[src/rtl/apb4_pkg.sv]
// Types and constants shared by the APB4 master bridge and the blocks that drive it.
// pprot bits: [0] privileged, [1] non-secure, [2] instruction.
package apb4_pkg;

  typedef enum logic [1:0] {
    IDLE   = 2'd0,
    SETUP  = 2'd1,
    ACCESS = 2'd2,
    RESP   = 2'd3
  } apb4_mst_state_e;

  localparam logic [2:0] PROT_PRIV  = 3'b001;
  localparam logic [2:0] PROT_NSEC  = 3'b010;
  localparam logic [2:0] PROT_INSTR = 3'b100;

endpackage

[src/rtl/apb4_master_bridge.sv]
// Single-outstanding command/response to APB4 master bridge. It has an optional
// ACCESS-phase timeout, so a slave that never asserts pready cannot hang the bridge.
//
// state  | meaning
// IDLE   | cmd_ready high, waiting for a command
// SETUP  | psel high, penable low, one cycle
// ACCESS | psel and penable high, waiting for pready or timeout
// RESP   | rsp_valid high until rsp_ready
module apb4_master_bridge
  import apb4_pkg::*;
#(
  parameter int unsigned ADDR_WIDTH = 32,
  parameter int unsigned DATA_WIDTH = 32,
  parameter int unsigned TIMEOUT    = 256
) (
  input  logic                    clk_i,
  input  logic                    rst_i,
  input  logic                    cmd_valid_i,
  output logic                    cmd_ready_o,
  input  logic [ADDR_WIDTH-1:0]   cmd_addr_i,
  input  logic                    cmd_write_i,
  input  logic [DATA_WIDTH-1:0]   cmd_wdata_i,
  input  logic [DATA_WIDTH/8-1:0] cmd_strb_i,
  input  logic [2:0]              cmd_prot_i,
  output logic                    rsp_valid_o,
  input  logic                    rsp_ready_i,
  output logic [DATA_WIDTH-1:0]   rsp_rdata_o,
  output logic                    rsp_err_o,
  output logic                    rsp_timeout_o,
  output logic [ADDR_WIDTH-1:0]   paddr_o,
  output logic [2:0]              pprot_o,
  output logic                    psel_o,
  output logic                    penable_o,
  output logic                    pwrite_o,
  output logic [DATA_WIDTH-1:0]   pwdata_o,
  output logic [DATA_WIDTH/8-1:0] pstrb_o,
  input  logic                    pready_i,
  input  logic [DATA_WIDTH-1:0]   prdata_i,
  input  logic                    pslverr_i
);

  localparam int unsigned CNT_W   = (TIMEOUT == 0) ? 1 : $clog2(TIMEOUT + 1);
  localparam int unsigned TO_LAST = (TIMEOUT == 0) ? 0 : TIMEOUT - 1;
  localparam int unsigned STRB_W  = DATA_WIDTH / 8;

  apb4_mst_state_e       state_q, state_d;
  logic [CNT_W-1:0]      cnt_q, cnt_d;
  logic [ADDR_WIDTH-1:0] addr_q, addr_d;
  logic                  write_q, write_d;
  logic [DATA_WIDTH-1:0] wdata_q, wdata_d;
  logic [STRB_W-1:0]     strb_q, strb_d;
  logic [2:0]            prot_q, prot_d;
  logic [DATA_WIDTH-1:0] rdata_q, rdata_d;
  logic                  err_q, err_d;
  logic                  tout_q, tout_d;

  always_ff @(posedge clk_i) begin
    if (rst_i) begin
      state_q <= IDLE;
      cnt_q   <= '0;
      addr_q  <= '0;
      write_q <= 1'b0;
      wdata_q <= '0;
      strb_q  <= '0;
      prot_q  <= '0;
      rdata_q <= '0;
      err_q   <= 1'b0;
      tout_q  <= 1'b0;
    end else begin
      state_q <= state_d;
      cnt_q   <= cnt_d;
      addr_q  <= addr_d;
      write_q <= write_d;
      wdata_q <= wdata_d;
      strb_q  <= strb_d;
      prot_q  <= prot_d;
      rdata_q <= rdata_d;
      err_q   <= err_d;
      tout_q  <= tout_d;
    end
  end

  always_comb begin
    state_d = state_q;
    cnt_d   = cnt_q;
    addr_d  = addr_q;
    write_d = write_q;
    wdata_d = wdata_q;
    strb_d  = strb_q;
    prot_d  = prot_q;
    rdata_d = rdata_q;
    err_d   = err_q;
    tout_d  = tout_q;
    unique case (state_q)
      IDLE: begin
        if (cmd_valid_i) begin
          state_d = SETUP;
          addr_d  = cmd_addr_i;
          write_d = cmd_write_i;
          wdata_d = cmd_wdata_i;
          strb_d  = cmd_write_i ? cmd_strb_i : '0;
          prot_d  = cmd_prot_i;
          rdata_d = '0;
          err_d   = 1'b0;
          tout_d  = 1'b0;
        end
      end
      SETUP: begin
        state_d = ACCESS;
        cnt_d   = '0;
      end
      ACCESS: begin
        // A same-cycle pready beats the timeout, so it is tested first.
        if (pready_i) begin
          state_d = RESP;
          rdata_d = write_q ? '0 : prdata_i;
          err_d   = pslverr_i;
        end else if ((TIMEOUT != 0) && (cnt_q == CNT_W'(TO_LAST))) begin
          state_d = RESP;
          rdata_d = '0;
          err_d   = 1'b1;
          tout_d  = 1'b1;
        end else if (cnt_q != '1) begin
          cnt_d = cnt_q + CNT_W'(1);
        end
      end
      RESP: begin
        if (rsp_ready_i) state_d = IDLE;
      end
      default: state_d = IDLE;
    endcase
  end

  assign cmd_ready_o   = (state_q == IDLE);
  assign psel_o        = (state_q == SETUP) || (state_q == ACCESS);
  assign penable_o     = (state_q == ACCESS);
  assign paddr_o       = addr_q;
  assign pwrite_o      = write_q;
  assign pwdata_o      = wdata_q;
  assign pstrb_o       = strb_q;
  assign pprot_o       = prot_q;
  assign rsp_valid_o   = (state_q == RESP);
  assign rsp_rdata_o   = rdata_q;
  assign rsp_err_o     = err_q;
  assign rsp_timeout_o = tout_q;

endmodule

[config.mk]
export PLATFORM = sky130hd
export DESIGN_NAME = apb4_master_bridge
export DESIGN_NICKNAME = d
export VERILOG_FILES = /design/src/rtl/apb4_pkg.sv /design/src/rtl/apb4_master_bridge.sv
export SDC_FILE = /design/constraint.sdc
export NUM_CORES = 1
export LEC_CHECK = 0
export BUFFER_PORTS_ARGS = -buffer_cell sky130_fd_sc_hd__buf_2
export CAP_MARGIN = 40
export CORE_MARGIN = 2
export CORE_UTILIZATION = 35
export CTS_CLUSTER_DIAMETER = 40
export DETAILED_ROUTE_END_ITERATION = 8
export GPL_ROUTABILITY_DRIVEN = 0
export GPL_TIMING_DRIVEN = 0
export SLEW_MARGIN = 0
export SYNTH_ARGS = -nofsm -noshare
export SYNTH_HDL_FRONTEND = slang
export SYNTH_SLANG_ARGS = --single-unit
[constraint.sdc]
create_clock -name clk_i -period 2.75 [get_ports clk_i]
set_input_delay 0.825 -clock clk_i [delete_from_list [all_inputs] [get_ports clk_i]]
set_output_delay 0.825 -clock clk_i [all_outputs]
set_load 0.01 [all_outputs]
---- Word level (Yosys, flattened, before mapping) ----
Index checks and enable logic that the tools add are counted.
W data, S select, Z words.
word-level totals
  register bits after elaboration ......... 117
  input port bits ......................... 110
operators by class
  $add $sub $neg .......................... 1
  equality and inequality tests ........... 12
  muxes and demuxes ....................... 21
  reductions and logical operators ........ 9
operator list
  operator               number
  $mux W32               4
  $pmux W32 S2           1
  $mux W9                3
  $pmux W9 S2            1
  $add A9 B1 Y9 const B  1
  $eq A9 B8 Y1 const B   1
  $ne A9 B9 Y1 const B   1
  $mux W2                4
  $pmux W2 S4            1
  $reduce_and A4 Y1      2
  $ne A2 B1 Y1 const B   3
  $ne A2 B2 Y1 const B   3
  $reduce_and A3 Y1      2
  $eq A2 B2 Y1 const B   2
  $mux W1                4
  $mux W4                1
  $pmux W1 S2            2
  $reduce_bool A2 Y1     2
  $ne A3 B1 Y1 const B   1
  $eq A2 B1 Y1 const B   1
  $logic_not A2 Y1       1
  $reduce_and A2 Y1      1
  $logic_or A1 B1 Y1     1

---- Longest topological paths before layout ----
Gate-level depths: netlist (run 1).
  word-level depth ........................ 5
  depth in mapped cells ................... 10
  depth with buffers taken out ............ 7

---- Least setup slack after synthesis (run 1) ----
Ideal clock, no wire load.
  path type ............................... register to register
  start point ............................. reg cnt_q[0]
  end point ............................... reg cnt_q[5]
  library setup time ...................... 0.072 ns
  data arrival time ....................... 1.957 ns
  path slack .............................. 0.721 ns
  cell stages (with the launch flop) ...... 9
  path buffers ............................ 1
  clock period less this slack ............ 2.029 ns
  path through ............................ dfxtp_1 > ha_1 > nand3_1 > nor2_1 > ha_1 > or4b_1 > buf_2 > a211oi_1 > mux2i_1
on the way
  longest elaborated chain between the ends .. 5
  elaborated cells on any way between the ends .. 10
RTL lines
  what                    line                       source
  start, declared         apb4_master_bridge.sv:47   logic [CNT_W-1:0] cnt_q, cnt_d;
  start signal, assigned  apb4_master_bridge.sv:71   cnt_q <= cnt_d;
  $add A9 B1 Y9           apb4_master_bridge.sv:124  cnt_d = cnt_q + CNT_W'(1);
  $mux W9                 apb4_master_bridge.sv:123  end else if (cnt_q != '1) begin
  $mux W9                 apb4_master_bridge.sv:118  end else if ((TIMEOUT != 0) && (cnt_q == CNT_W'(TO_LAST))) begin
  $mux W9                 apb4_master_bridge.sv:114  if (pready_i) begin
  $pmux W9 S2             apb4_master_bridge.sv:94   unique case (state_q)
Parallel ways exist; a longest one is shown, timed or not. The select of a mux whose other input is x is not followed.
A chain may end at the register's enable or synchronous reset.

---- Worst setup path in the final report (run 1) ----
  start point ............................. reg cnt_q[0]
  end point ............................... reg rdata_q[25], in the netlist rsp_rdata_o[25]
on the way
  longest elaborated chain between the ends .. 3
RTL lines
  what                         line                       source
  $eq A9 B8 Y1                 apb4_master_bridge.sv:118
  $ne A3 B1 Y1 (no line)       --
  $reduce_and A3 Y1 (no line)  --
  end signal, assigned         apb4_master_bridge.sv:77   rdata_q <= rdata_d;
  end, declared                apb4_master_bridge.sv:53   logic [DATA_WIDTH-1:0] rdata_q, rdata_d;
Every way passes these cells.

==> qor.yml, run 1 <==
min_path:
  min_path_type: "flop to flop"
worst_setup_path:
  path_common_cell: "buf_2"
  worstSetupPathType: "flop to flop"
  start_kind: "flop"
  crit_required_ns: 3.08
  critPathMaxStageDelay_ns: 0.35
  cp.arrival_ns: 2.55
  crit_slowest_cell: "or3b_1"
  crit_fanout: 10
  endpoint_kind: "flop"
  worstPathCellList: "ha_1 -> nand3_1 -> nor2_1 -> ha_1 -> or3b_1 -> buf_2 -> and2_1 -> buf_2 -> buf_2 -> o21ai_0"
routing:
  wl_um: 13300
  vias_per_cell: 4.70
  met2WireLength_um: 6320
  met1Wirelength_um: 5580
  drc: 0
  drt_first_pass_iters: 4
  vias: 4597
  first_iter_violations: 173
  dr.max_layer_used: "met4"
  dr_wl_met3_um: 1250
  ant_nets: 0
  route.detailed.wl_per_inst_um: 13.6
finish:
  n_fill_cell: 1292
  layout.cells.non_filler: 978
  n_antenna_cell: 0
  drive_above_1_share: 0.318
  layout.nets: 910
  area_growth_pct: 41.8
grt:
  grt_usage: 0.195
  antenna_found_initial: 0
  grt_pass1_wl_um: 20500
  grt_max_degree: 17
  grt_pass1_vias: 4179
  overflow: 0
timing:
  rsz0062_at_grt: "false"
  final_max_slew_viol_count: 0
  slew_headroom: 0.569
  finalWorstSetupSlack_ns: 0.535
  hold_viol: 0
  fin_crit_sh: 0.805
  fmax_mhz: 452
  setup_viol_count_final: 0
  worstMarginPinSlew_ns: 0.637
  tns_ns: 0
  finClkSkew_ns: 0.00531
  period_needed_ns: 2.21
place:
  dpl.hpwl_um: 10000
  post-place-cells: 946
  portBuffers: 218
  pre_cts_ws_ns: 0.428
floorplan:
  initial_core_util: 0.356
  die_x_um: 117
  coreArea_sq_um: 12500
  die_height_um: 117
  die-area_sq_um: 13700
  rows: 41
  pin_count: 220
pwr:
  p_leak_uw: 0.00283
  power_density_nw_per_um2: 766
  peakVddDrop_mv: 0.467
logic_synthesis:
  syn_inst: 556
  synth_fa_ha_area_frac: 0.0197
  ys.warnings.count: 0
  yosysSeqAreaShare: 0.526
  synthesis.area_sq_um: 4460
  syn-num-nets: 673
  ys_ff_latch: 117
  synth-simple-area-share: 0.249
  syn_avg_cell_area_sq_um: 8.02
  synth_compound_area_frac: 0.140
  synth.distinct_cells: 33
  synthMuxAreaShare: 0.0160
  synth_top_family_by_area: "simple AND/OR/NAND/NOR gates"
  synthXorXnorAreaFrac: 0.00197
clocking:
  cts_tree: "done"
  path_clk_slew_ns: 0.05
  ctsResizeCount: 0
  cts_root_buffer: "clkbuf_16"
  clk_latency_ns: 0.41
  holdBufCountCts: 0
  numCtsBuffers: 17
  clock_path_buffers: 2
  clock-sinks: 117
  cts_max_level: 4
  postCtsSetupBuffers: 0
run:
  cap_violations: 0
run_status:
  status: "finished clean"
## Yosys cell counts
cell type | n | area share
inv_1 | 6 | 0.0051
o21ai_1 | 6 | 0.0067
buf_1 | 7 | 0.0059
dfxtp_1 | 117 | 0.53
or4b_1 | 1 | 0.0022
ha_1 | 7 | 0.020
o31ai_1 | 2 | 0.0034
mux2i_1 | 6 | 0.013
or3_1 | 1 | 0.0014
nor2_1 | 2 | 0.0017
and2_1 | 2 | 0.0028
mux2_2 | 1 | 0.0025
or3b_1 | 1 | 0.0020
nand2b_1 | 3 | 0.0042
a211oi_1 | 3 | 0.0051
xnor2_1 | 1 | 0.0020
o211ai_1 | 2 | 0.0034
nor4bb_1 | 1 | 0.0022
buf_2 | 6 | 0.0067
clkbuf_1 | 33 | 0.028
inv_2 | 1 | 0.00084
nand2_1 | 178 | 0.15
nor2b_1 | 2 | 0.0028
nor3_1 | 1 | 0.0011
nor3b_1 | 1 | 0.0017
buf_4 | 1 | 0.0017
nand3_1 | 15 | 0.017
nor4b_1 | 1 | 0.0020
o21ai_0 | 27 | 0.030
a31oi_1 | 1 | 0.0014
a21oi_1 | 80 | 0.090
nand3b_1 | 6 | 0.010
nand4_1 | 34 | 0.048
## cell type report
type | count | area, sq um | area share
Buffer | 47 | 188 | 0.0297
Clock buffer | 23 | 478 | 0.0756
Clock inverter | 9 | 77.6 | 0.0123
Inverter | 7 | 26.3 | 0.00416
Multi-Input combinational cell | 385 | 1900 | 0.301
Sequential cell | 117 | 2340 | 0.371
Tap cell | 172 | 215 | 0.0341
Timing Repair Buffer | 218 | 1090 | 0.173
## sequential cells by signal, summed over array words and instances (netlist names)
name           flops
pprot_o            3
cnt_q              9
rsp_rdata_o       32
pstrb_o            4
rsp_timeout_o      1
paddr_o           32
pwdata_o          32
pwrite_o           1
rsp_err_o          1
state_q            2
## logic make-up after synthesis
kind of cell / after synthesis
simple gates: 249
fa+ha+maj: 7
flops: 117
mux: 7
compound gates: 121
buf+inv: 54
xor+xnor: 1
## layer usage
layer  track usage  vias to the layer above
li1              -                     2355
met1         0.229                     2068
met2         0.311                      160
met3        0.0906                       14
met4        0.0745                        0
met5             0                        -
## worst max-delay path, delay by kind of cell, from the launching register on
| kind | cells | cell delay [ns] |
|---|---|---|
| simple gates | 4 | 0.64 |
| flops | 1 | 0.32 |
| compound gates | 1 | 0.18 |
| fa+ha+maj | 2 | 0.47 |
| buf+inv | 3 | 0.49 |
## per-stage QoR
step | cell area [sq um] | utilization | power [uW] | hold slack [ns]
2_1_floorplan | 4460 | - | 2450 | 0.454
3_3_place_gp | 5760 | 0.460 | 2810 | 0.436
3_5_place_dp | 5760 | 0.460 | 2830 | 0.443
4_1_cts | 6320 | 0.505 | 4890 | 0.450
5_1_grt | 6320 | 0.505 | 5100 | 0.461
6_report | 6320 | 0.505 | 4840 | 0.448
## final timing paths
check | start | to | slack (ns) | cells after the start
hold reg to reg | paddr_o[7]$_SDFFE_PP0P_ | paddr_o[7]$_SDFFE_PP0P_ | 0.45 | 2
setup / recovery | cnt_q[0]$_SDFFE_PP0P_ | rsp_rdata_o[25]$_SDFFE_PP0P_ | 0.54 | 10
setup reg to reg | cnt_q[0]$_SDFFE_PP0P_ | rsp_rdata_o[25]$_SDFFE_PP0P_ | 0.54 | 10
hold / removal | paddr_o[7]$_SDFFE_PP0P_ | paddr_o[7]$_SDFFE_PP0P_ | 0.45 | 2
## cell usage in the layout, fill, tap and decap left out, types with 2 or more instances in the layout
cell / netlist / routed
clkinvlp_4: 0 / 3
o31ai_1: 2 / 2
o21ai_1: 6 / 6
inv_1: 6 / 6
nor2b_1: 2 / 2
a21oi_1: 80 / 80
clkbuf_8: 0 / 3
buf_2: 6 / 224
clkinv_2: 0 / 5
clkbuf_16: 0 / 17
o211ai_1: 2 / 2
dfxtp_1: 117 / 117
o21ai_0: 27 / 27
buf_1: 7 / 7
nand4_1: 34 / 34
nor2_1: 2 / 2
nand3b_1: 6 / 6
nand3_1: 15 / 15
a211oi_1: 3 / 3
ha_1: 7 / 7
nand2_1: 178 / 178
mux2i_1: 6 / 6
and2_1: 2 / 2
clkbuf_1: 33 / 36
nand2b_1: 3 / 3
## power by group
part | switching (uW) | total (uW) | internal (uW)
combinational | 572 | 892 | 319
sequential | 69.5 | 1900 | 1830
clock | 748 | 2050 | 1300
Note: power is estimated with default switching activity, not from simulation.
==> run 2: changes to the inputs <==
- PLACE_DENSITY: not set -> 0.66
- clock period: 2.75 -> 2 ns (I/O delays scaled with it)
==> run 2 against run 1 <==
  * Utilization grew 0.67 points
  * Clock skew is essentially flat
  * Sequential power grew 37%
  * Via count shrank 0.22%
  * Routed wire length shrank 1.2%
  * Die area is the same
  * Power grew 36%
  * Worst setup slack lost 0.45 ns
  * Sequential share of layout area shrank 0.43 points
  * Worst hold slack lost 0.038 ns
  * Critical path depth shrank 3
  * Critical path type unchanged
  * Largest power group unchanged
==> qor.yml, run 2 (synthesized netlist as in run 1, its figures left out) <==
finish:
  n_fill_cell: 1292
  n_antenna_cell: 0
  layout.nets: 909
  fin_area_sq_um: 6400
  area_growth_pct: 43.7
  final-seq-area_sq_um: 2350
  final_cell_mix: "buf_2, nand2_1, dfxtp_1"
  multi_input_comb_area_sq_um: 1960
  final_common_cell: "buf_2"
  drive_above_1_share: 0.350
timing:
  tns_ns: 0
  holdWs_ns: 0.410
  worstMarginPinSlew_ns: 0.639
  fmax_mhz: 522
  hold_viol: 0
  fin_crit_sh: 0.957
  setup_viol_count_final: 0
  finClkSkew_ns: 0.00558
  rsz0062_at_grt: "false"
  slew_headroom: 0.574
  period_needed_ns: 1.91
  final_max_slew_viol_count: 0
  finalWorstSetupSlack_ns: 0.0851
routing:
  drt_first_pass_iters: 4
  ant_nets: 0
  vias_per_cell: 4.71
  dr_wl_met3_um: 1490
  drc: 0
  route.detailed.wl_per_inst_um: 13.5
  first_iter_violations: 181
  dr.max_layer_used: "met4"
  wl_um: 13200
  met1Wirelength_um: 5420
  met2WireLength_um: 6100
  vias: 4587
place:
  dpl.hpwl_um: 9590
  portBuffers: 218
  pre_cts_ws_ns: -0.190
  placed_cell_area_sq_um: 5760
grt:
  grt_pass1_wl_um: 20500
  grt_pass1_vias: 4304
  grt_max_degree: 17
  grt_usage: 0.196
  overflow: 0
  antenna_found_initial: 0
floorplan:
  die-area_sq_um: 13700
  pin_count: 220
  die_x_um: 117
  rows: 41
  initial_core_util: 0.356
  die_height_um: 117
  coreArea_sq_um: 12500
run:
  cap_violations: 0
pwr:
  power_uw: 6610
  peakVddDrop_mv: 0.517
  p_leak_uw: 0.00287
  power_density_nw_per_um2: 1030
clocking:
  path_clk_slew_ns: 0.05
  cts_root_buffer: "clkbuf_16"
  clock-sinks: 117
  numCtsBuffers: 17
  holdBufCountCts: 0
  cts_tree: "done"
  clk_latency_ns: 0.42
  clock_path_buffers: 2
  cts_max_level: 4
run_status:
  status: "finished clean"
worst_setup_path:
  start_kind: "flop"
  worstSetupPathType: "flop to flop"
  reg2reg_from: "cnt_q[0]$_SDFFE_PP0P_"
  rr_worst_depth: 7
  crit_required_ns: 2.35
  rrSetupSlack_ns: 0.09
  crit_fanout: 7
  r2r_end: "cnt_q[7]$_SDFFE_PP0P_"
  endpoint_kind: "flop"
  cp.arrival_ns: 2.26
min_path:
  min_to: "rsp_rdata_o[27]$_SDFFE_PP0P_"
  min_from: "prdata_i[27]"
  min_path_cells: 3
  min_path_type: "primary input to flop"
[run 2: cell types whose count changed in the layout (fill, tap and decap cells not counted), moves of 3 or more]
cell | before | now
clkbuf_2 | 0 | 11
clkbuf_1 | 36 | 28
buf_2 | 224 | 218
o21ai_0 | 27 | 21
o21ai_1 | 6 | 12
buf_1 | 7 | 2
buf_6 | 0 | 4
a211oi_1 | 3 | 0
buf_4 | 1 | 4
dfxtp_1 | 117 | 114
dfxtp_2 | 0 | 3
ha_1 | 7 | 4
[run 2: how the worst max path moves through the flow]
stage | to | from | cells after the start
6_report | cnt_q[7]$_SDFFE_PP0P_ | cnt_q[0]$_SDFFE_PP0P_ | 7
5_1_grt | psel_o | state_q[1]$_SDFFE_PP0P_ | 3
4_1_cts | cnt_q[7]$_SDFFE_PP0P_ | cnt_q[0]$_SDFFE_PP0P_ | 8
3_5_place_dp | rsp_rdata_o[4]$_SDFFE_PP0P_ | cnt_q[0]$_SDFFE_PP0P_ | 10
3_3_place_gp | cnt_q[6]$_SDFFE_PP0P_ | cnt_q[0]$_SDFFE_PP0P_ | 8
2_1_floorplan | cnt_q[5]$_SDFFE_PP0P_ | cnt_q[0]$_SDFFE_PP0P_ | 8
[run 2: final cells by class]
cell class / instances / area share
multi-input combinational: 385 / 0.307
tap: 172 / 0.0336
timing repair buffer: 221 / 0.174
clock inverter: 4 / 0.00352
clock buffer: 25 / 0.0790
inverter: 7 / 0.00410
buffer: 43 / 0.0326
sequential: 117 / 0.366
[run 2: power by group]
group | switching [uW] | internal [uW] | total [uW]
Combinational | 803 | 474 | 1280
Sequential | 90.2 | 2520 | 2610
Clock | 1010 | 1720 | 2720
[run 2: worst max-delay path, stage by stage, from the launching register on]
cell and delay, ns:
dfxtp_2 0.34, ha_4 0.16, nand3_2 0.07, nor2_2 0.04
ha_2 0.18, or4b_4 0.59, a211oi_2 0.27, mux2i_1 0.20
[run 2: stage by stage]
stage / cells / util
6_report: 974 / 0.511
5_1_grt: 974 / 0.511
4_1_cts: 976 / 0.509
3_5_place_dp: 946 / 0.460
3_3_place_gp: 946 / 0.460
2_1_floorplan: 556 / -
[run 2: routing by layer]
| layer | GRT usage | vias up |
|---|---|---|
| li1 | - | 2353 |
| met3 | 0.106 | 16 |
| met5 | 0 | - |
| met1 | 0.217 | 2051 |
| met2 | 0.318 | 167 |
| met4 | 0.0729 | 0 |
[run 2: repair_timing]
item,in CTS,in global routing
buffers inserted,3,0
pin swaps,5,2
setup endpoints to repair,108,113
resized for setup,25,26
